File: src/rtl/oled_spi_tx.sv
// Serialises a page-organised 128x64 monochrome framebuffer onto an SSD1306-style
// 4-wire link: one invert command, then per page a page command and its data bytes.
module oled_spi_tx #(
  parameter int CLK_DIV = 2,
  parameter int COLS    = 128,
  parameter int PAGES   = 8
) (
  input  logic       oled_clk,
  input  logic       reset,
  input  logic       start,
  input  logic       invert,
  output logic       busy,
  output logic       done,
  output logic [9:0] fb_addr,
  input  logic [7:0] fb_data,
  output logic       oled_sck,
  output logic       oled_dc,
  output logic       oled_mosi,
  output logic       oled_cs_n
);

  localparam logic [1:0] S_IDLE  = 2'd0;
  localparam logic [1:0] S_LOAD  = 2'd1;
  localparam logic [1:0] S_SHIFT = 2'd2;
  localparam logic [1:0] S_DONE  = 2'd3;

  localparam logic [1:0] K_INV  = 2'd0;
  localparam logic [1:0] K_PAGE = 2'd1;
  localparam logic [1:0] K_DATA = 2'd2;

  localparam logic [7:0] DIV_LAST  = 8'(CLK_DIV - 1);
  localparam logic [6:0] COL_LAST  = 7'(COLS - 1);
  localparam logic [2:0] PAGE_LAST = 3'(PAGES - 1);

  logic [1:0] state;
  logic [1:0] kind;
  logic       load2;
  logic [7:0] div_cnt;
  logic [2:0] bit_cnt;
  logic [6:0] col;
  logic [2:0] page;
  logic       inv_lat;
  logic [7:0] shreg;

  logic [1:0] nxt_kind;
  logic [6:0] nxt_col;
  logic [2:0] nxt_page;
  logic       last;
  logic [7:0] cur_byte;

  // Where the sequence goes after the byte currently on the wire.
  always_comb begin
    nxt_kind = kind;
    nxt_col  = col;
    nxt_page = page;
    last     = 1'b0;
    case (kind)
      K_INV: begin
        nxt_kind = K_PAGE;
        nxt_page = 3'd0;
      end
      K_PAGE: begin
        nxt_kind = K_DATA;
        nxt_col  = 7'd0;
      end
      default: begin
        if (col == COL_LAST) begin
          nxt_col = 7'd0;
          if (page == PAGE_LAST) begin
            last = 1'b1;
          end else begin
            nxt_page = page + 3'd1;
            nxt_kind = K_PAGE;
          end
        end else begin
          nxt_col = col + 7'd1;
        end
      end
    endcase
  end

  always_comb begin
    case (kind)
      K_INV:   cur_byte = 8'hA6 | {7'd0, inv_lat};
      K_PAGE:  cur_byte = 8'hB0 | {5'd0, page};
      default: cur_byte = fb_data;
    endcase
  end

  // fb_addr is updated on entry to LOAD so the read data is ready in LOAD cycle 2.
  always_ff @(posedge oled_clk or posedge reset) begin
    if (reset) begin
      state     <= S_IDLE;
      kind      <= K_INV;
      load2     <= 1'b0;
      div_cnt   <= 8'd0;
      bit_cnt   <= 3'd0;
      col       <= 7'd0;
      page      <= 3'd0;
      inv_lat   <= 1'b0;
      shreg     <= 8'd0;
      busy      <= 1'b0;
      done      <= 1'b0;
      fb_addr   <= 10'd0;
      oled_sck  <= 1'b0;
      oled_dc   <= 1'b0;
      oled_mosi <= 1'b0;
      oled_cs_n <= 1'b1;
    end else begin
      case (state)
        S_IDLE: begin
          if (start) begin
            inv_lat   <= invert;
            page      <= 3'd0;
            col       <= 7'd0;
            kind      <= K_INV;
            fb_addr   <= 10'd0;
            load2     <= 1'b0;
            busy      <= 1'b1;
            oled_cs_n <= 1'b0;
            state     <= S_LOAD;
          end
        end
        S_LOAD: begin
          if (!load2) begin
            load2 <= 1'b1;
          end else begin
            load2     <= 1'b0;
            shreg     <= cur_byte;
            oled_mosi <= cur_byte[7];
            oled_dc   <= (kind == K_DATA);
            div_cnt   <= 8'd0;
            bit_cnt   <= 3'd0;
            state     <= S_SHIFT;
          end
        end
        S_SHIFT: begin
          if (div_cnt != DIV_LAST) begin
            div_cnt <= div_cnt + 8'd1;
          end else begin
            div_cnt <= 8'd0;
            if (!oled_sck) begin
              oled_sck <= 1'b1;
            end else begin
              oled_sck <= 1'b0;
              if (bit_cnt != 3'd7) begin
                bit_cnt   <= bit_cnt + 3'd1;
                shreg     <= {shreg[6:0], 1'b0};
                oled_mosi <= shreg[6];
              end else begin
                bit_cnt <= 3'd0;
                kind    <= nxt_kind;
                page    <= nxt_page;
                col     <= nxt_col;
                fb_addr <= {nxt_page, nxt_col};
                if (last) begin
                  state     <= S_DONE;
                  busy      <= 1'b0;
                  done      <= 1'b1;
                  oled_cs_n <= 1'b1;
                  oled_mosi <= 1'b0;
                  oled_dc   <= 1'b0;
                end else begin
                  state <= S_LOAD;
                end
              end
            end
          end
        end
        default: begin
          done  <= 1'b0;
          state <= S_IDLE;
        end
      endcase
    end
  end

endmodule
File: config.mk
export PLATFORM = sky130hd
export DESIGN_NAME = oled_spi_tx
export DESIGN_NICKNAME = d
export VERILOG_FILES = /design/src/rtl/oled_spi_tx.sv
export SDC_FILE = /design/constraint.sdc
export NUM_CORES = 1
export LEC_CHECK = 0
export BUFFER_PORTS_ARGS = -buffer_cell sky130_fd_sc_hd__buf_2
export CAP_MARGIN = 20
export CORE_ASPECT_RATIO = 0.8
export CORE_MARGIN = 10
export CORE_UTILIZATION = 58
export CTS_CLUSTER_DIAMETER = 120
export DETAILED_ROUTE_END_ITERATION = 12
export PLACE_DENSITY = 0.8
export SKIP_CTS_REPAIR_TIMING = 1
export SLEW_MARGIN = 20
export SYNTH_ARGS = -nofsm -noshare
export SYNTH_HDL_FRONTEND = slang
export SYNTH_SLANG_ARGS = --single-unit
File: constraint.sdc
create_clock -name oled_clk -period 2.18 [get_ports oled_clk]
set_input_delay 0.218 -clock oled_clk [delete_from_list [all_inputs] [get_ports oled_clk]]
set_output_delay 0.218 -clock oled_clk [all_outputs]
set_load 0.03 [all_outputs]
Yosys cells after proc, flatten, opt, wreduce, memory -nomap -nowiden
Index checks and enable logic that the tools add are counted.
- flip-flop bits (word level): 50
- latch bits: 0
- memory bits (writable): 0
- memory bits (read-only): 0
- input port bits: 12
- output and inout port bits: 16
- word-level logic and storage cells: 135
- memories kept: 0
- add/sub/neg operators: 4
- $mul: 0
- div/mod/pow operators: 0
- order comparisons: 0
- eq/ne operators: 18
- shift-type cells: 0
- muxes and demuxes: 75
- bitwise operators: 2
- reduce and logical (&&, ||, !) cells: 20
- operator list (operator ; count):
    7-bit two-way mux ; 9
    7-bit case mux with 2 select lines ; 3
    10-bit two-way mux ; 4
    8-bit case mux with 2 select lines ; 2
    3-bit two-way mux ; 10
    5-bit AND reduction ; 5
    2-bit two-way mux ; 12
    1-bit two-way mux ; 20
    10-bit case mux with 2 select lines ; 1
    3-bit case mux with 2 select lines ; 3
    8-bit two-way mux ; 2
    2-bit != test, second input constant ; 7
    1-bit case mux with 2 select lines ; 6
    6-bit AND reduction ; 2
    8-bit by 1-bit adder with 8-bit output, second input constant ; 1
    4-bit by 2-bit != test with 1-bit output, second input constant ; 2
    8-bit by 1-bit != test with 1-bit output, second input constant ; 1
    2-bit case mux with 2 select lines ; 2
    2-bit AND reduction ; 4
    7-bit by 1-bit adder with 7-bit output, second input constant ; 1
    7-bit == test, second input constant ; 1
    7-bit AND reduction ; 1
    3-bit by 1-bit adder with 3-bit output, second input constant ; 2
    3-bit != test, second input constant ; 2
    other kinds (9) ; 16

Logic depth before layout (Yosys ltp)
Gate-level depths: netlist of the first run.
- depth after elaboration: 9
- depth in mapped cells: 6
- gate-level depth less buffers: 6

Worst setup path after synthesis of the first run
OpenSTA, ideal clock, no wires.
- path type: reg2reg
- start: register fb_addr[7] (netlist name)
- end: register fb_addr[9]
- library setup time: 87 ps
- arrival time: 1949 ps
- data required time: 2093 ps
- path slack: 145 ps
- stages on the path, launching flop included: 6
- path buffers: 0
- period minus slack after synthesis: 2035 ps
- cell sequence: dfrtp_1 ha_1 ha_1 o311a_1 or4_1 o211ai_1
- RTL lines (item ; RTL line ; text):
    to (signal assigned) ; 155 ; fb_addr <= {nxt_page, nxt_col};
    to (decl) ; 14 ; output logic [9:0] fb_addr,

Worst setup path in the final report of the first run
- start: register div_cnt[1]
- end: register fb_addr[3]
- longest elaborated chain between the ends: 3
- ends and longest elaborated chain (item ; RTL line ; text):
    from (decl) ; 38 ; logic [7:0] div_cnt;
    from (signal assigned) ; 139 ; div_cnt <= div_cnt + 8'd1;
    8-bit by 1-bit != test with 1-bit output ; 138 ; if (div_cnt != DIV_LAST) begin
    2-bit != test (no source line) ; - ;
    5-bit AND reduction (no source line) ; - ;
Every way passes these cells.
A chain may end at the register's enable or synchronous reset.

==> metrics.txt, run 1 <==
Design Power 2.622 mW; layout cells sized above 1 0.2404; Mapped Area around 2300 µm²; max cap viols 0; dpl cell area roughly 2600 µm²; WL final roughly 5500 µm; final worst slack around 0.074 ns; Post-synth EDFFs 0; PortBufs 27; Hold Vio Cnt, Final 0; Worst EP required 2.36 ns; largest net degree at the start of global routing 41; Worst setup EP type flop; Post-DP HPWL around 4100 µm; CTS H-tree lvls 2; Final ANT Viol Nets 0; count of placed standard cells including taps between 300 and 400; register area share after synthesis 0.4346; root buffer cell clkbuf_8; antenna cells 0; initial antenna violation count 0; P_leak 1.237 nW; fin cells between 300 and 400; Final nets between 300 and 400; RSZ-0062 raised after global routing true; minimum clock period 2.106 ns; Chip Width roughly 90 µm; Synthesis Warnings 0; area leader, netlist dfrtp_1; Synth Instances 244; status complete, no violations; num rows 20; die area ~7000 µm²; clock transition at the registers of the reported paths about 0.070 ns; WL per Instance ~16 µm; worst slack, placed just under 0.1 ns; pwr dens around 970 nW/µm²; GP Congestion between 0.9 and 1; Num CTS Buffers 5; worst relative slew slack 0.6631; All-Layer GR Usage 0.1621; most frequent cells in the layout dfrtp_1 (39), nand2_1 (29), buf_2 (27); Largest stage delay, worst path between 0.5 and 0.6 ns; setup TNS 0 ns; CTS tree built; global-route wire length before repair about 9500 µm; crit path launch type flop; Post-synth ARST share 1.000; HP Class input port to asynchronous set/reset pin; initial core utilization 0.6063; CTS max path bufs 2; most common cell after layout, fill and taps aside dfrtp_1; CP top delay family simple AND/OR/NAND/NOR gates; crit path max-delay cell type or4b_4; Crit Path Max Fanout 4; Max VDD drop around 0.59 mV; Yosys reg bits 40; Die Ht 76.40 µm; Main synth FF type dfrtp_1; Final setup viols 0; # IOs 28; Core Util, Final 0.7099; Clock Sinks 40; GR Overflow Total 0; Yosys top cell area share 0.4232; via/cell ratio 5.909; setup slack, reg-to-reg 0.07 ns; count of different cell masters after synthesis 56; cell breakdown of the critical path inv_1, ha_1, or4b_4, nor4_4, o22ai_2, a211o_1; Tightest Pin Transition around 0.5 ns; DR vias just over 2000; Hold Slack about 0.019 ns; dominant cells by area after synthesis dfrtp_1 (42%), nand2_1 (4.7%), ha_1 (3.8%); Crit Path Category flop to flop; critical path data arrival time between 2 and 2.5 ns; drt drc 0; core area about 3800 µm²; syn nets ~260; worst skew pair latency roughly 0.30 ns; Finished Cell Area around 2700 µm²; number of global-route vias before repair just under 2000; fin. max-slew vios 0; period utilization 0.9662; clk_skew roughly 0.0051 ns; first-pass iteration count of the detailed router 4; Fmax achieved 474.8 MHz; syn avg cell area ~9.5 µm²; Synth-to-Final Area Change 17.09%; worst path bufs/invs 1; drt initial violations ~180
-- final timing paths --
| kind | to | startpoint | cells after the start |
|---|---|---|---|
| worst max-delay path | fb_addr[3] | div_cnt[1] | 6 |
| worst min-delay path | div_cnt[6] | reset | 3 |
| worst max register to register | fb_addr[3] | div_cnt[1] | 6 |
| worst min register to register | inv_lat | inv_lat | 2 |
| max in group asynchronous | fb_addr[3] | reset | 3 |
| min in group oled_clk | inv_lat | invert | 3 |
-- cell usage after synthesis, types with 3 or more instances --
cell type,n
inv_1,14
nor2_1,15
nor2b_1,4
mux2_2,7
nor4_1,6
nor3_1,6
a21oi_1,10
a32o_1,3
mux2i_1,5
nand4_1,3
o22ai_1,4
dfrtp_1,39
xor2_1,3
a21o_1,3
and3_1,3
nand2b_1,4
nand2_1,29
nand3_1,11
o21ai_0,14
ha_1,7
clkbuf_1,8
-- state kept, by name, indices dropped and copies added, names as in the netlist --
signal     count
oled_sck       1
oled_cs_n      1
inv_lat        1
kind           2
oled_mosi      1
div_cnt        8
shreg          7
oled_dc        1
busy           1
load2          1
done           1
bit_cnt        3
state          2
fb_addr       10
-- power breakdown --
part           switching, mW  internal, mW  total (mW)
Combinational          0.615         0.473        1.09
Sequential             0.160         0.898        1.06
Clock                  0.252         0.224       0.477
-- routing by layer --
| metal | routed length, µm | track usage |
|---|---|---|
| met5 | 0 | 0 |
| met4 | 59 | 0.04921 |
| met3 | 513 | 0.06102 |
| met2 | 2347 | 0.2309 |
| met1 | 2627 | 0.2204 |
-- cell type report --
cell class	instances	area (µm²)
Sequential cell	40	1002
Clock inverter	1	5.005
Multi-Input combinational cell	180	1221
Timing Repair Buffer	45	274.0
Tap cell	55	68.82
Clock buffer	7	76.32
Fill cell	311	1104
Inverter	14	52.55
-- worst reg2reg max path: cells and delay by family, from the launching register on --
kind	cells	cell delay [ns]
buf+inv	1	0.09
flops	1	0.41
fa+ha+maj	1	0.19
simple gates	2	0.83
compound gates	2	0.47
-- logic make-up (layout without fill, tap and decap cells) --
| kind of cell | after synthesis | after routing | synth area share |
|---|---|---|---|
| and+or+nand+nor | 95 | 95 | 0.2230 |
| AOI/OAI and AO/OA | 62 | 62 | 0.1926 |
| DFF | 40 | 40 | 0.4346 |
| buffers and inverters | 24 | 67 | 0.04069 |
| muxes | 12 | 12 | 0.05589 |
| adders and majority gates | 7 | 7 | 0.03798 |
| xor gates and xnor gates | 4 | 4 | 0.01520 |
No activity file was read; power rests on OpenSTA's default activity.
==> run 2: changes to the inputs <==
Clock period 2.18 ns to 2.2 ns, I/O delays scaled along.
==> metrics.txt, run 2 (synthesized netlist as in run 1, its figures left out) <==
status complete, no violations; WL per Instance 16.22 µm (about the same); critical path data arrival time 2.29 ns (about the same); max cap viols 0 (unchanged); Crit Path Category flop to flop; routed wl met2 2344 µm (-0.13%); worst relative slew slack 0.6678 (+0.004674); setup TNS 0 ns (unchanged); Tightest Pin Transition 0.4984 ns (-0.007011 ns); drt drc 0 (unchanged); # IOs 28 (unchanged); largest net degree at the start of global routing 41 (unchanged); Max VDD drop 0.5409 mV (-8.5%); die area 6913 µm² (unchanged); fin. max-slew vios 0 (unchanged); GP Congestion 0.8840 (-4.3%); CTS H-tree lvls 2 (unchanged); core area 3804 µm² (unchanged); Synth-to-Final Area Change 19.42%; Fmax achieved 481.2 MHz (+1.4%); WL final 5516 µm (-0.58%); cell breakdown of the critical path ha_1, ha_1, o311a_1, or4_1, o211ai_1; worst path bufs/invs 0 (-1); crit path max-delay cell type or4_1; PortBufs 27 (unchanged); number of global-route vias before repair 1970 (+0.82%); part of the power in registers 0.352 (-0.052); Final setup viols 0 (unchanged); Finished Cell Area 2754 µm² (+2.0%); period utilization 0.9446 (-0.02158); most frequent cells in the layout dfrtp_1 (39), nand2_1 (29), buf_2 (27); Logic pwr share 0.366 (-0.049); M1 WL 2615 µm (-0.46%); Die Ht 76.40 µm (unchanged); Num CTS Buffers 5 (unchanged); Top Layer Used met4; crit path launch type flop; Largest stage delay, worst path 0.53 ns (+0.02 ns); Crit Path Max Fanout 6 (+2); Chip Width 90.50 µm (unchanged); count of placed standard cells including taps 331 (+0.30%); fin cells 340 (-0.58%); most common cell after layout, fill and taps aside dfrtp_1; Worst EP required 2.41 ns (+0.05 ns); CTS tree built; Stages on worst setup path 5 (-1); CP top delay family compound AO/OA/AOI/OAI gates; R2R cell count 5 (-1); clock transition at the registers of the reported paths 0.08 ns (about the same); Clock Sinks 40 (unchanged); P_leak 1.262 nW (+2.0%); first-pass iteration count of the detailed router 4 (unchanged); sw power 1.019 mW (-0.77%); DR vias 2014 (-0.35%); largest register by flop count fb_addr; Final ANT Viol Nets 0 (unchanged); RSZ-0062 raised after global routing false; power share of the clock group 0.282 (+0.100); All-Layer GR Usage 0.1615 (-0.0006155); largest registers fb_addr x10, div_cnt x8, shreg x7; clk_skew 0.008258 ns (+0.003176 ns); HP Class input port to asynchronous set/reset pin; worst skew pair latency 0.30 ns (about the same); global-route wire length before repair 9425 µm (-0.58%); drt initial violations 212 (+20%); dpl cell area 2581 µm² (+0.29%); CTS max path bufs 2 (unchanged); pwr dens 1069 nW/µm² (+10%); layout cells sized above 1 0.2386 (-0.001822); Worst setup EP type flop; num rows 20 (unchanged); met3 routed WL 462 µm (-9.9%); Post-DP HPWL 4120 µm (about the same); initial antenna violation count 0 (unchanged); initial core utilization 0.6063 (unchanged); max reg flops 10 (unchanged); Hold Vio Cnt, Final 0 (unchanged); Pint 1.924 mW (+21%); antenna cells 0 (unchanged); minimum clock period 2.078 ns (-0.02816 ns); GR Overflow Total 0 (unchanged); crit-path most repeated cell ha_1; via/cell ratio 5.924 (+0.24%); root buffer cell clkbuf_8; Final nets 303 (-0.66%); switch share 0.3462 (-0.04542)
==> run 2: final cells by class <==
type,instances,area [µm²]
timing repair buffer,43,255.2
multi-input combinational,180,1216
tap,55,68.82
fill,287,1050
sequential,40,1002
inverter,14,52.55
clock buffer,5,68.82
clock inverter,3,90.09
==> run 2: worst register-to-register path, delay by kind of cell (launching register included) <==
family | cells | cell delay, ns
and+or+nand+nor | 1 | 0.53
adders and majority gates | 2 | 0.48
DFF | 1 | 0.43
AOI/OAI and AO/OA | 2 | 0.55
==> run 2: path summary, 6_finish.rpt <==
kind | start | slack (ns) | endpoint
setup / recovery | fb_addr[7] | 0.12 | fb_addr[9]
hold / removal | reset | 0.02 | div_cnt[0]
setup reg to reg | fb_addr[7] | 0.12 | fb_addr[9]
hold reg to reg | inv_lat | 0.49 | inv_lat
max in group asynchronous | reset | 1.80 | oled_cs_n
min in group oled_clk | invert | 0.12 | inv_lat
==> run 2: metrics by stage <==
step / power, mW / util / setup slack, ns / hold WS (ns)
final: 2.943 / 0.7240 / 0.1219 / 0.01809
after global routing: 3.129 / 0.7240 / 0.0007028 / 0.1103
after CTS: 2.930 / 0.7204 / 0.1231 / 0.05075
after detailed placement: 2.101 / 0.6786 / 0.1543 / 0.3656
after global placement: 2.079 / 0.6786 / 0.1995 / 0.3675
after floorplan: 1.792 / - / 0.1645 / 0.3254
==> run 2: power groups by stage <==
stage	Sequential (mW)	Combinational [mW]	Clock, mW
2_1_floorplan	1.05	0.744	0
3_3_place_gp	1.04	1.04	0
3_5_place_dp	1.05	1.05	0
4_1_cts	1.03	1.06	0.835
5_1_grt	1.06	1.20	0.866
6_report	1.04	1.08	0.829
==> run 2: routing by layer <==
metal,track usage,vias up
met5,0,-
met4,0.04921,0
met3,0.04921,11
met2,0.2324,63
met1,0.2245,966
li1,-,974
==> run 3: changes to the inputs <==
Settings changed: CORE_MARGIN 10 to default.
==> metrics.txt, run 3 (synthesized netlist as in run 1, its figures left out) <==
CTS H-tree lvls 2 (unchanged); global-route wire length before repair 9377 µm (-0.51%); Synth-to-Final Area Change 18.34%; sw power 1.018 mW (-0.14%); fin. max-slew vios 0 (unchanged); status finished with violations; initial core utilization 0.6063 (unchanged); clk_skew 0.006804 ns (-0.001454 ns); clock transition at the registers of the reported paths 0.08 ns (about the same); Crit Path Max Fanout 6 (unchanged); Pint 1.748 mW (-9.1%); largest register by flop count fb_addr; worst skew pair latency 0.30 ns (about the same); Fmax achieved 481.5 MHz (about the same); Final ANT Viol Nets 0 (unchanged); critical path data arrival time 2.29 ns (about the same); fillers 309 (+7.7%); RSZ-0062 raised after global routing false; power share of the clock group 0.238 (-0.044); largest registers fb_addr x10, div_cnt x8, shreg x7; drt initial violations 146 (-31%); max reg flops 10 (unchanged); Final nets 304 (+0.33%); minimum clock period 2.077 ns (-0.001156 ns); GR Layer Usage met1 0.4210 (+0.1965); initial antenna violation count 0 (unchanged); most frequent cells in the layout dfrtp_1 (39), nand2_1 (29), buf_2 (27); # IOs 28 (unchanged); P_leak 1.253 nW (-0.72%); Post-DP HPWL 4166 µm (+1.1%); layout cells sized above 1 0.2413 (+0.002662); Logic pwr share 0.393 (+0.027); HP Class input port to asynchronous set/reset pin; root buffer cell clkbuf_8; r2r endpoint fb_addr[9]; Num CTS Buffers 5 (unchanged); pwr dens 1014 nW/µm² (-5.2%); Hold Slack -0.03939 ns (-0.05748 ns); WL per Instance 16.47 µm (+1.5%); GP Congestion 0.9331 (+5.6%); DR vias 2068 (+2.7%); count of placed standard cells including taps 333 (+0.60%); most common cell after layout, fill and taps aside dfrtp_1; grt met2 use 0.4606 (+0.2282); GR peak layer met2; core area 3804 µm² (unchanged); setup slack, reg-to-reg 0.12 ns (about the same); M3 GR Usage 0.07192 (+0.02271); PortBufs 27 (unchanged); failing checks negative hold slack; num rows 20 (unchanged); Die Ht 58.40 µm (-24%); GR Overflow Total 0 (unchanged); fin cells 341 (+0.29%); drt drc 0 (unchanged); Crit Path Category flop to flop; All-Layer GR Usage 0.2973 (+0.1359); setup TNS 0 ns (unchanged); Final setup viols 0 (unchanged); WL final 5615 µm (+1.8%); die area 4233 µm² (-39%); first-pass iteration count of the detailed router 5 (+1); Worst EP required 2.42 ns (about the same); switch share 0.3679 (+0.02170); antenna cells 0 (unchanged); max cap viols 0 (unchanged); Max VDD drop 0.6257 mV (+16%); CTS max path bufs 2 (unchanged); Clock Sinks 40 (unchanged); crit path launch type flop; Tightest Pin Transition 0.5598 ns (+0.06145 ns); R2R cell count 5 (unchanged); period utilization 0.9441 (about the same); reg2reg start fb_addr[7]; Worst setup EP type flop; CTS tree built; part of the power in registers 0.369 (+0.017); number of global-route vias before repair 1902 (-3.5%); largest net degree at the start of global routing 16 (-61%); worst relative slew slack 0.6264 (-0.04138); Hold Vio Cnt, Final 12 (+12); via/cell ratio 6.065 (+2.4%); Chip Width 72.50 µm (-20%)
-- run 3: how the worst max path moves through the flow --
stage | end | slack (ns) | from | depth (start not counted)
floorplan | fb_addr[9] | 0.16 | fb_addr[7] | 5
global placement | fb_addr[3] | 0.23 | div_cnt[1] | 6
detailed placement | shreg[3] | 0.16 | div_cnt[1] | 6
CTS | fb_addr[4] | 0.1 | div_cnt[1] | 6
global route | shreg[2] | 0.03 | div_cnt[1] | 6
finish | fb_addr[9] | 0.12 | fb_addr[7] | 5
-- run 3: final cells by class --
type,instances,area (µm²),area share
repair buffers,44,262.8,0.09629
clock inverters,1,30.03,0.01100
flip-flops and latches,40,1002,0.3673
clock buffers,7,96.34,0.03530
inverters,14,52.55,0.01926
well taps,55,68.82,0.02522
multi-input cells,180,1216,0.4457
-- run 3: metal layers --
layer | wire [µm] | share of wire
met1 | 2632 | 0.47
met3 | 384 | 0.068
met4 | 70 | 0.012
met2 | 2528 | 0.45
met5 | 0 | 0
-- run 3: power by group through the flow --
stage	registers [mW]	clock network, mW	logic [mW]
finish	1.02	0.659	1.09
detailed placement	1.03	0	1.07
global placement	1.02	0	1.05
CTS	1.02	0.669	1.08
floorplan	1.05	0	0.744
global route	1.04	0.695	1.19
-- run 3: worst max-delay path, cell delays in order, from the launching register on --
cell      delay, ns
dfrtp_1        0.44
ha_1           0.23
ha_1           0.25
o311a_1        0.42
or4_1          0.54
o211ai_1       0.12
-- run 3: stage by stage --
step                instance area (µm²)    util  power [mW]  worst slack [ns]  hold slack, ns
floorplan                          2306       -       1.792            0.1645          0.3254
global placement                   2596  0.6826       2.073            0.2305          0.2868
detailed placement                 2596  0.6826       2.104            0.1560          0.3052
CTS                                2723  0.7158       2.766           0.09800        -0.01158
global route                       2729  0.7174       2.926           0.02732         0.02445
finish                             2729  0.7174       2.766            0.1231        -0.03939
